--- config.mk ---
export PLATFORM = sky130hd
export DESIGN_NAME = timer_arbiter
export DESIGN_NICKNAME = d
export VERILOG_FILES = /design/src/rtl/timer_arbiter_pkg.sv /design/src/rtl/timer_down_counter.sv /design/src/rtl/timer_arbiter.sv
export SDC_FILE = /design/constraint.sdc
export NUM_CORES = 2
export LEC_CHECK = 0
export ABC_CLOCK_PERIOD_IN_PS = 15340
export CORE_ASPECT_RATIO = 0.5
export CORE_MARGIN = 1
export CORE_UTILIZATION = 50
export CTS_BUF_LIST = sky130_fd_sc_hd__clkbuf_4
export CTS_CLUSTER_SIZE = 25
export DETAILED_ROUTE_END_ITERATION = 10
export PLACE_DENSITY = 0.68
export REMOVE_ABC_BUFFERS = 1
export SKIP_CTS_REPAIR_TIMING = 1
export SYNTH_ARGS = -nofsm -noshare
export SYNTH_HDL_FRONTEND = slang
export SYNTH_SLANG_ARGS = --single-unit
--- constraint.sdc ---
create_clock -name clk -period 15.34 [get_ports clk]
set_clock_uncertainty 0.2 [all_clocks]
set_input_delay 3.068 -clock clk [delete_from_list [all_inputs] [get_ports clk]]
set_output_delay 3.068 -clock clk [all_outputs]
set_load 0.02 [all_outputs]
--- src/rtl/timer_arbiter_pkg.sv ---
// Shared definitions for the timer arbiter: FSM state encoding, default sizing
// and the delay-length helper.
package timer_arbiter_pkg;

  localparam int DEF_NUM_REQ = 4;
  localparam int DEF_CNT_W   = 64;

  typedef enum logic [1:0] {
    ST_IDLE  = 2'd0,
    ST_LOAD  = 2'd1,
    ST_COUNT = 2'd2,
    ST_DONE  = 2'd3
  } state_t;

  // Full-width product so large frequencies and delays never wrap.
  function automatic logic [63:0] delay_cycles(input logic [31:0] freq,
                                               input logic [31:0] secs);
    return {32'd0, freq} * {32'd0, secs};
  endfunction

endpackage

--- src/rtl/timer_down_counter.sv ---
// Loadable down-counter with a zero flag; the arbiter owns all sequencing.
module timer_down_counter #(
  parameter int CNT_W = 64
) (
  input  logic             clk,
  input  logic             reset,
  input  logic             load,
  input  logic [CNT_W-1:0] load_value,
  input  logic             dec,
  input  logic             clear,
  output logic             zero
);

  logic [CNT_W-1:0] count;

  always_ff @(posedge clk or posedge reset) begin
    if (reset) begin
      count <= '0;
    end else if (clear) begin
      count <= '0;
    end else if (load) begin
      count <= load_value;
    end else if (dec) begin
      count <= count - CNT_W'(1);
    end
  end

  assign zero = (count == '0);

endmodule

--- src/rtl/timer_arbiter.sv ---
// Shared delay timer arbitrated among NUM_REQ requesters.
// Define TIMER_ARBITER_ROUND_ROBIN_EN for round-robin; default is fixed priority.
module timer_arbiter
  import timer_arbiter_pkg::*;
#(
  parameter int NUM_REQ = DEF_NUM_REQ,
  parameter int CNT_W   = DEF_CNT_W
) (
  input  logic                  clk,
  input  logic                  reset,
  input  logic [31:0]           clock_frequency,
  input  logic [NUM_REQ-1:0]    req,
  input  logic [32*NUM_REQ-1:0] time_in_seconds,
  output logic [NUM_REQ-1:0]    grant,
  output logic [NUM_REQ-1:0]    timer_done,
  output logic                  busy
);

  localparam int IDX_W = (NUM_REQ > 1) ? $clog2(NUM_REQ) : 1;

  state_t           state, state_nxt;
  logic [IDX_W-1:0] owner;
  logic [IDX_W-1:0] win_idx;
  logic             win_vld;
  logic             owner_req;
  logic [31:0]      tsel;
  logic [63:0]      product;
  logic             cnt_zero;
  logic             grab, abort, cnt_load, cnt_dec, finish;

  assign owner_req = |(req & grant);
  assign tsel      = time_in_seconds[32*owner +: 32];
  assign product   = delay_cycles(clock_frequency, tsel);

`ifdef TIMER_ARBITER_ROUND_ROBIN_EN
  logic [IDX_W-1:0] ptr;

  // Walk backwards so the last hit is the first requester at or after ptr.
  always_comb begin
    win_vld = 1'b0;
    win_idx = '0;
    for (int k = NUM_REQ - 1; k >= 0; k--) begin
      if (req[(int'(ptr) + k) % NUM_REQ]) begin
        win_vld = 1'b1;
        win_idx = IDX_W'((int'(ptr) + k) % NUM_REQ);
      end
    end
  end

  always_ff @(posedge clk or posedge reset) begin
    if (reset) begin
      ptr <= '0;
    end else if (finish || abort) begin
      ptr <= IDX_W'((int'(owner) + 1) % NUM_REQ);
    end
  end
`else
  always_comb begin
    win_vld = 1'b0;
    win_idx = '0;
    for (int i = NUM_REQ - 1; i >= 0; i--) begin
      if (req[i]) begin
        win_vld = 1'b1;
        win_idx = IDX_W'(i);
      end
    end
  end
`endif

  always_ff @(posedge clk or posedge reset) begin
    if (reset) begin
      state <= ST_IDLE;
    end else begin
      state <= state_nxt;
    end
  end

  always_comb begin
    state_nxt = state;
    case (state)
      ST_IDLE:  if (win_vld) state_nxt = ST_LOAD;
      ST_LOAD: begin
        if (!owner_req)           state_nxt = ST_IDLE;
        else if (product == 64'd0) state_nxt = ST_DONE;
        else                      state_nxt = ST_COUNT;
      end
      ST_COUNT: begin
        if (!owner_req)    state_nxt = ST_IDLE;
        else if (cnt_zero) state_nxt = ST_DONE;
      end
      ST_DONE:  state_nxt = ST_IDLE;
      default:  state_nxt = ST_IDLE;
    endcase
  end

  // An owner dropping req beats expiry in the same cycle.
  always_comb begin
    busy     = (state != ST_IDLE);
    grab     = (state == ST_IDLE) && win_vld;
    abort    = ((state == ST_LOAD) || (state == ST_COUNT)) && !owner_req;
    cnt_load = (state == ST_LOAD) && owner_req && (product != 64'd0);
    cnt_dec  = (state == ST_COUNT) && owner_req && !cnt_zero;
    finish   = (state == ST_DONE);
  end

  always_ff @(posedge clk or posedge reset) begin
    if (reset) begin
      grant      <= '0;
      owner      <= '0;
      timer_done <= '0;
    end else begin
      timer_done <= '0;
      if (grab) begin
        grant <= {{(NUM_REQ-1){1'b0}}, 1'b1} << win_idx;
        owner <= win_idx;
      end else if (abort || finish) begin
        grant <= '0;
      end
      if (finish) begin
        timer_done <= grant;
      end
    end
  end

  timer_down_counter #(
    .CNT_W (CNT_W)
  ) u_cnt (
    .clk        (clk),
    .reset      (reset),
    .load       (cnt_load),
    .load_value (CNT_W'(product - 64'd1)),
    .dec        (cnt_dec),
    .clear      (abort),
    .zero       (cnt_zero)
  );

endmodule

After elaboration in Yosys (flattened, before gate mapping)
Cells that the tools add are included.
{"block": "classes", "addsub": 2, "mul": 1, "div_mod_pow": 0, "magnitude_cmp": 0, "n_eq_ne": 5, "n_shift": 2, "mux": 20, "bitwise": 1, "reduce_logical": 19}
{"operator": "$mux 64", "count": 3}
{"operator": "$logic_not 64->1", "count": 2}
{"operator": "$shiftx 128x8->32", "count": 1}
{"operator": "$sub 64x1->64 const B", "count": 2}
{"operator": "$mul 32x32->64", "count": 1}
{"operator": "$reduce_bool 64->1", "count": 1}
{"operator": "$mux 2", "count": 8}
{"operator": "$mux 4", "count": 3}
{"operator": "$pmux 2 s4", "count": 1}
{"operator": "$logic_and 1x1->1", "count": 6}
{"operator": "$mux 1", "count": 5}
{"operator": "$and 4x4->4", "count": 1}
{"operator": "$eq 2x2->1 const B", "count": 2}
{"operator": "$reduce_bool 2->1", "count": 2}
{"operator": "$reduce_or 4->1", "count": 1}
{"operator": "$shl 1x2->4 const A", "count": 1}
{"operator": "$ne 3x3->1 const B", "count": 1}
{"operator": "$reduce_bool 3->1", "count": 1}
{"operator": "$eq 2x1->1 const B", "count": 1}
{"operator": "$logic_not 1->1", "count": 2}
{"operator": "$logic_not 2->1", "count": 1}
{"operator": "$logic_or 1x1->1", "count": 2}
{"operator": "$ne 2x2->1 const B", "count": 1}
{"operator": "$reduce_and 2->1", "count": 1}
{"block": "word_totals", "regBits": 76, "latch_bits": 0, "ramBits": 0, "romBits": 0, "inputBits": 166, "out_inout_bits": 9, "elab_cells": 55, "memories": 0}

Longest topological paths before layout
{"block": "logic_depth", "word_depth": 7, "mapped_depth": 49, "ltp_nobuf": 41}

Hierarchy
A second synthesis with hierarchy kept.
{"block": "hier_totals", "cells_unflattened": 4384, "hier_area_um2": 39720.6}
{"mod": "timer_arbiter", "n_inst": 1, "cells_each": 3882, "area_each_um2": 35355.2, "seq_area_each_um2": 300.3}
{"mod": "timer_down_counter", "n_inst": 1, "cells_each": 502, "area_each_um2": 4365.4, "seq_area_each_um2": 1601.5}

Worst setup path before layout
Ideal clock, no wire load.
{"block": "synth_path", "path_kind": "input-to-reg", "from": "input port time_in_seconds[104]", "to": "register u_cnt.count[50]", "setup_ns": 0.082, "t_arrival_ns": 15.376, "required_ns": 15.058, "path_slack_ns": -0.319, "stages": 42, "path_buffers": 7, "path_cell_list": "mux4_2 -> clkbuf_1 -> and2_1 -> fa_1 -> inv_1 -> fa_1 -> fa_1 -> fa_1 -> fa_1 -> fa_1 -> fa_1 -> fa_1 -> inv_1 -> ha_1 -> clkbuf_1 -> a21oi_1 -> o21ai_0 -> a221o_1 -> (+6 left out) -> buf_6 -> buf_4 -> buf_6 -> buf_2 -> buf_2 -> mux2i_1 -> ha_1 -> nand3_1 -> nor3_1 -> nand2_1 -> or4_1 -> or4_1 -> or2_2 -> mux2_2 -> nor3_1 -> nand3_1 -> xor2_1 -> o22ai_1"}
{"block": "synth_between", "elab_chain_cells": 6, "word_cells_on_any_way": 8, "classes_between": "add/sub: 1; mul: 1; shift: 1; mux: 2; reduce/logical: 3"}
{"item": "start: declaration", "line_no": "timer_arbiter.sv:13", "source": "input logic [32*NUM_REQ-1:0] time_in_seconds,"}
{"item": "$shiftx 128x8->32 (*)", "line_no": "timer_arbiter.sv:32", "source": "assign tsel = time_in_seconds[32*owner +: 32];"}
{"item": "$mul 32x32->64 (*)", "line_no": "timer_arbiter_pkg.sv:18", "source": "return {32'd0, freq} * {32'd0, secs};"}
{"item": "parallel branches: the longest is 4 deep, another holds $sub 64x1->64"}
{"item": "end signal: assignment", "line_no": "timer_down_counter.sv:22", "source": "count <= load_value;"}
{"item": "end signal: assignment", "line_no": "timer_down_counter.sv:24", "source": "count <= count - CNT_W'(1);"}
{"item": "end: declaration", "line_no": "timer_down_counter.sv:14", "source": "logic [CNT_W-1:0] count;"}
Every way passes the cells marked *.
A chain may end at the register's enable or synchronous reset.

Worst setup path in the final report
{"block": "layout_path", "from": "input port time_in_seconds[51]", "to": "register u_cnt.count[50]"}
Same word-level chain as after synthesis.

==> flow_metrics.env <==
export IMPL_critical_path_max_fanout=11
export IMPL_ys_top_cells_by_area="fa_1 (45%), ha_1 (8.5%), nand2_1 (8.1%)"
export IMPL_ys_types=88
export IMPL_crit_path_end_kind="flip-flop"
export IMPL_drt_pass1_iterations=8
export IMPL_crit_required_ns=15.54
export IMPL_synth_top_area_share_pct=45.37
export IMPL_grt_start_max_net_pins=77
export IMPL_fp_dieW_um=399.7
export IMPL_ant_nets=0
export IMPL_hp_class="reg2reg"
export IMPL_clock_sinks=76
export IMPL_routedWlPerCell_um=22.22
export IMPL_drt_drc_violations_left=0
export IMPL_clock_fmax_mhz=66.46
export IMPL_grt_pass1_vias=35188
export IMPL_grt_pass1_wl_mm=200.5
export IMPL_post_route_worst_setup_slack_ns=0.2929
export IMPL_netlist_area_sq_um=39540
export IMPL_grt_ovfl_total=0
export IMPL_maxSlewHeadroom_pct=25.63
export IMPL_num_io_pins=175
export IMPL_drt_iter0_drc=3516
export IMPL_clockBufferDepth=2
export IMPL_synth_edf_count=0
export IMPL_async_reset_ff_share_pct=100.0
export IMPL_cts_tree="built"
export IMPL_final_util_pct=57.38
export IMPL_critPathMostFrequentCell="fa_1"
export IMPL_post_dp_cell_area_sq_um=44150
export IMPL_syn_avg_cell_area_sq_um=9.064
export IMPL_status="completed"
export IMPL_initial_utilization_pct=50.86
export IMPL_chipHeight_um=200.8
export IMPL_synthCells=4362
export IMPL_routed_via_count=33124
export IMPL_max_cap_violations=0
export IMPL_clock_latency_ns=0.52
export IMPL_route_detailed_vias_per_inst=5.904
export IMPL_wirelength_mm=124.7
export IMPL_finalNetCount=5895
export IMPL_root_buffer="clkbuf_4"
export IMPL_synth_seq_cells=76
export IMPL_stdcell_area_sq_um=44610
export IMPL_worst_slew_pin_transition_ns=1.116
export IMPL_finalSetupViolCount=0
export IMPL_finalCritPeriodShare_pct=98.09
export IMPL_place_congestion=0.9821
export IMPL_nFillCells=6789
export IMPL_dp_hpwl_mm=104.1
export IMPL_core_area_sq_um=77740
export IMPL_hold_violations=0
export IMPL_criticalPathCategory="in2reg"
export IMPL_cp_slowest_stage_delay_ns=0.60
export IMPL_seq_area_frac_synth_pct=4.810
export IMPL_numCtsBuffers=9
export IMPL_timing_hold_ws_ns=0.3553
export IMPL_clk_pin_slew_worst_paths_ns=0.14
export IMPL_pre_cts_ws_ns=-0.1944
export IMPL_slowest_stage="fa_1"
export IMPL_dieArea_sq_um=80280
export IMPL_synth_ff_type="dfrtp_1"
export IMPL_port_buffers=174
export IMPL_area_growth_pct=12.83
export IMPL_drive_above_1_share_pct=9.344
export IMPL_grtUsageTotal_pct=32.16
export IMPL_critPathArrivalTime_ns=15.25
export IMPL_yosysTopAreaCell="fa_1"
export IMPL_ys_warnings_count=0
export IMPL_antenna_found_initial=5
export IMPL_h_tree_depth=3
export IMPL_slew_violations=0
export IMPL_start_kind="primary input"
export IMPL_min_period_ns=15.05
export IMPL_row_count=72
layout by cell type (no fill, tap or decap), types with 9 or more instances in the layout:
cell | synthesis | final
mux4_2 | 32 | 32
nor3_1 | 60 | 55
nand4_1 | 45 | 45
nor2_1 | 156 | 156
xor2_1 | 53 | 52
buf_4 | 3 | 246
fa_1 | 896 | 892
clkdlybuf4s50_1 | 0 | 174
o211ai_1 | 13 | 13
xnor2_1 | 84 | 84
a21o_1 | 26 | 26
or3_1 | 23 | 23
inv_1 | 527 | 526
nor4_1 | 34 | 31
nand2_1 | 856 | 856
a21oi_2 | 4 | 11
nand3_1 | 38 | 38
mux2_2 | 11 | 11
or4_1 | 18 | 18
dfrtp_1 | 76 | 74
buf_12 | 0 | 44
and3_1 | 21 | 21
and4_1 | 15 | 15
a211oi_1 | 35 | 33
o22ai_1 | 17 | 17
a21oi_1 | 108 | 101
a31oi_1 | 9 | 9
o21ai_1 | 13 | 20
mux2i_1 | 32 | 32
and2_1 | 360 | 360
clkbuf_4 | 0 | 9
ha_1 | 268 | 265
o21a_1 | 20 | 20
or2_2 | 12 | 12
o21ai_0 | 82 | 75
flip-flops by register name (all words and copies together), names as in the netlist:
register / count
owner: 2
timer_done: 4
state: 2
grant: 4
u_cnt.count: 64
cell usage after synthesis (45+ instances only):
master,number
a21oi_1,108
and2_1,360
clkbuf_1,250
dfrtp_1,76
fa_1,896
ha_1,268
inv_1,527
nand2_1,856
nand4_1,45
nor2_1,156
nor3_1,60
o21ai_0,82
xnor2_1,84
xor2_1,53
critical path: cells and delay by family:
family                     cells  cell delay (ns)
and+or+nand+nor               11             3.01
AOI/OAI and AO/OA              8             1.92
buffers and inverters          6             1.26
adders and majority gates     10             4.67
xor gates and xnor gates       1             0.16
muxes                          3             1.15
per-layer routing:
metal	share of wire, %	vias to the layer above	track usage, %
met4	1.8	0	6.311
met3	11	140	6.843
met2	42	1724	46.05
met5	0	-	0
met1	45	17007	49.98
li1	-	14253	-
path summary, 6_finish.rpt:
kind                       cells past startpoint  slack [ns]                start               to
setup / recovery                              39        0.29  time_in_seconds[51]  u_cnt.count[50]
hold / removal                                 2        0.36      u_cnt.count[62]  u_cnt.count[62]
setup reg to reg                              40        1.69             owner[0]  u_cnt.count[50]
hold reg to reg                                2        0.36      u_cnt.count[62]  u_cnt.count[62]
max in group asynchronous                      3       11.22                reset         owner[1]
min in group asynchronous                      3        2.98                reset   u_cnt.count[5]
final cells by class:
class                      count  area (sq um)  area share, %
multi-input combinational   3487         34780          77.96
inverter                     527          1979          4.437
clock buffer                   9         67.56         0.1515
sequential                    76          1904          4.269
timing repair buffer         464          4469          10.02
clock inverter                 7         106.4         0.2384
antenna                        4         10.01        0.02244
tap                         1036          1296          2.906
stage by stage:
| step | cells | setup TNS, ns |
|---|---|---|
| 3_3_place_gp | 5583 | -0.7336 |
| 4_1_cts | 5599 | 0 |
| 6_report | 5610 | 0 |
| 2_1_floorplan | 4089 | -91.30 |
| 5_1_grt | 5610 | -0.001418 |
| 3_5_place_dp | 5583 | -0.6496 |
cell families (layout without fill, tap and decap cells):
| logic type | Yosys count | after routing | synth area share (%) |
|---|---|---|---|
| other cells | 0 | 4 | 0 |
| buf+inv | 800 | 1007 | 7.705 |
| mux | 76 | 77 | 2.984 |
| fa+ha+maj | 1164 | 1164 | 53.85 |
| xor+xnor | 137 | 137 | 3.035 |
| simple gates | 1682 | 1682 | 20.37 |
| compound gates | 427 | 427 | 7.253 |
| flops | 76 | 76 | 4.810 |
Power is left out: the tool's default activity adds up to more than one toggle a clock period on the data nets, which glitch-free logic cannot reach.
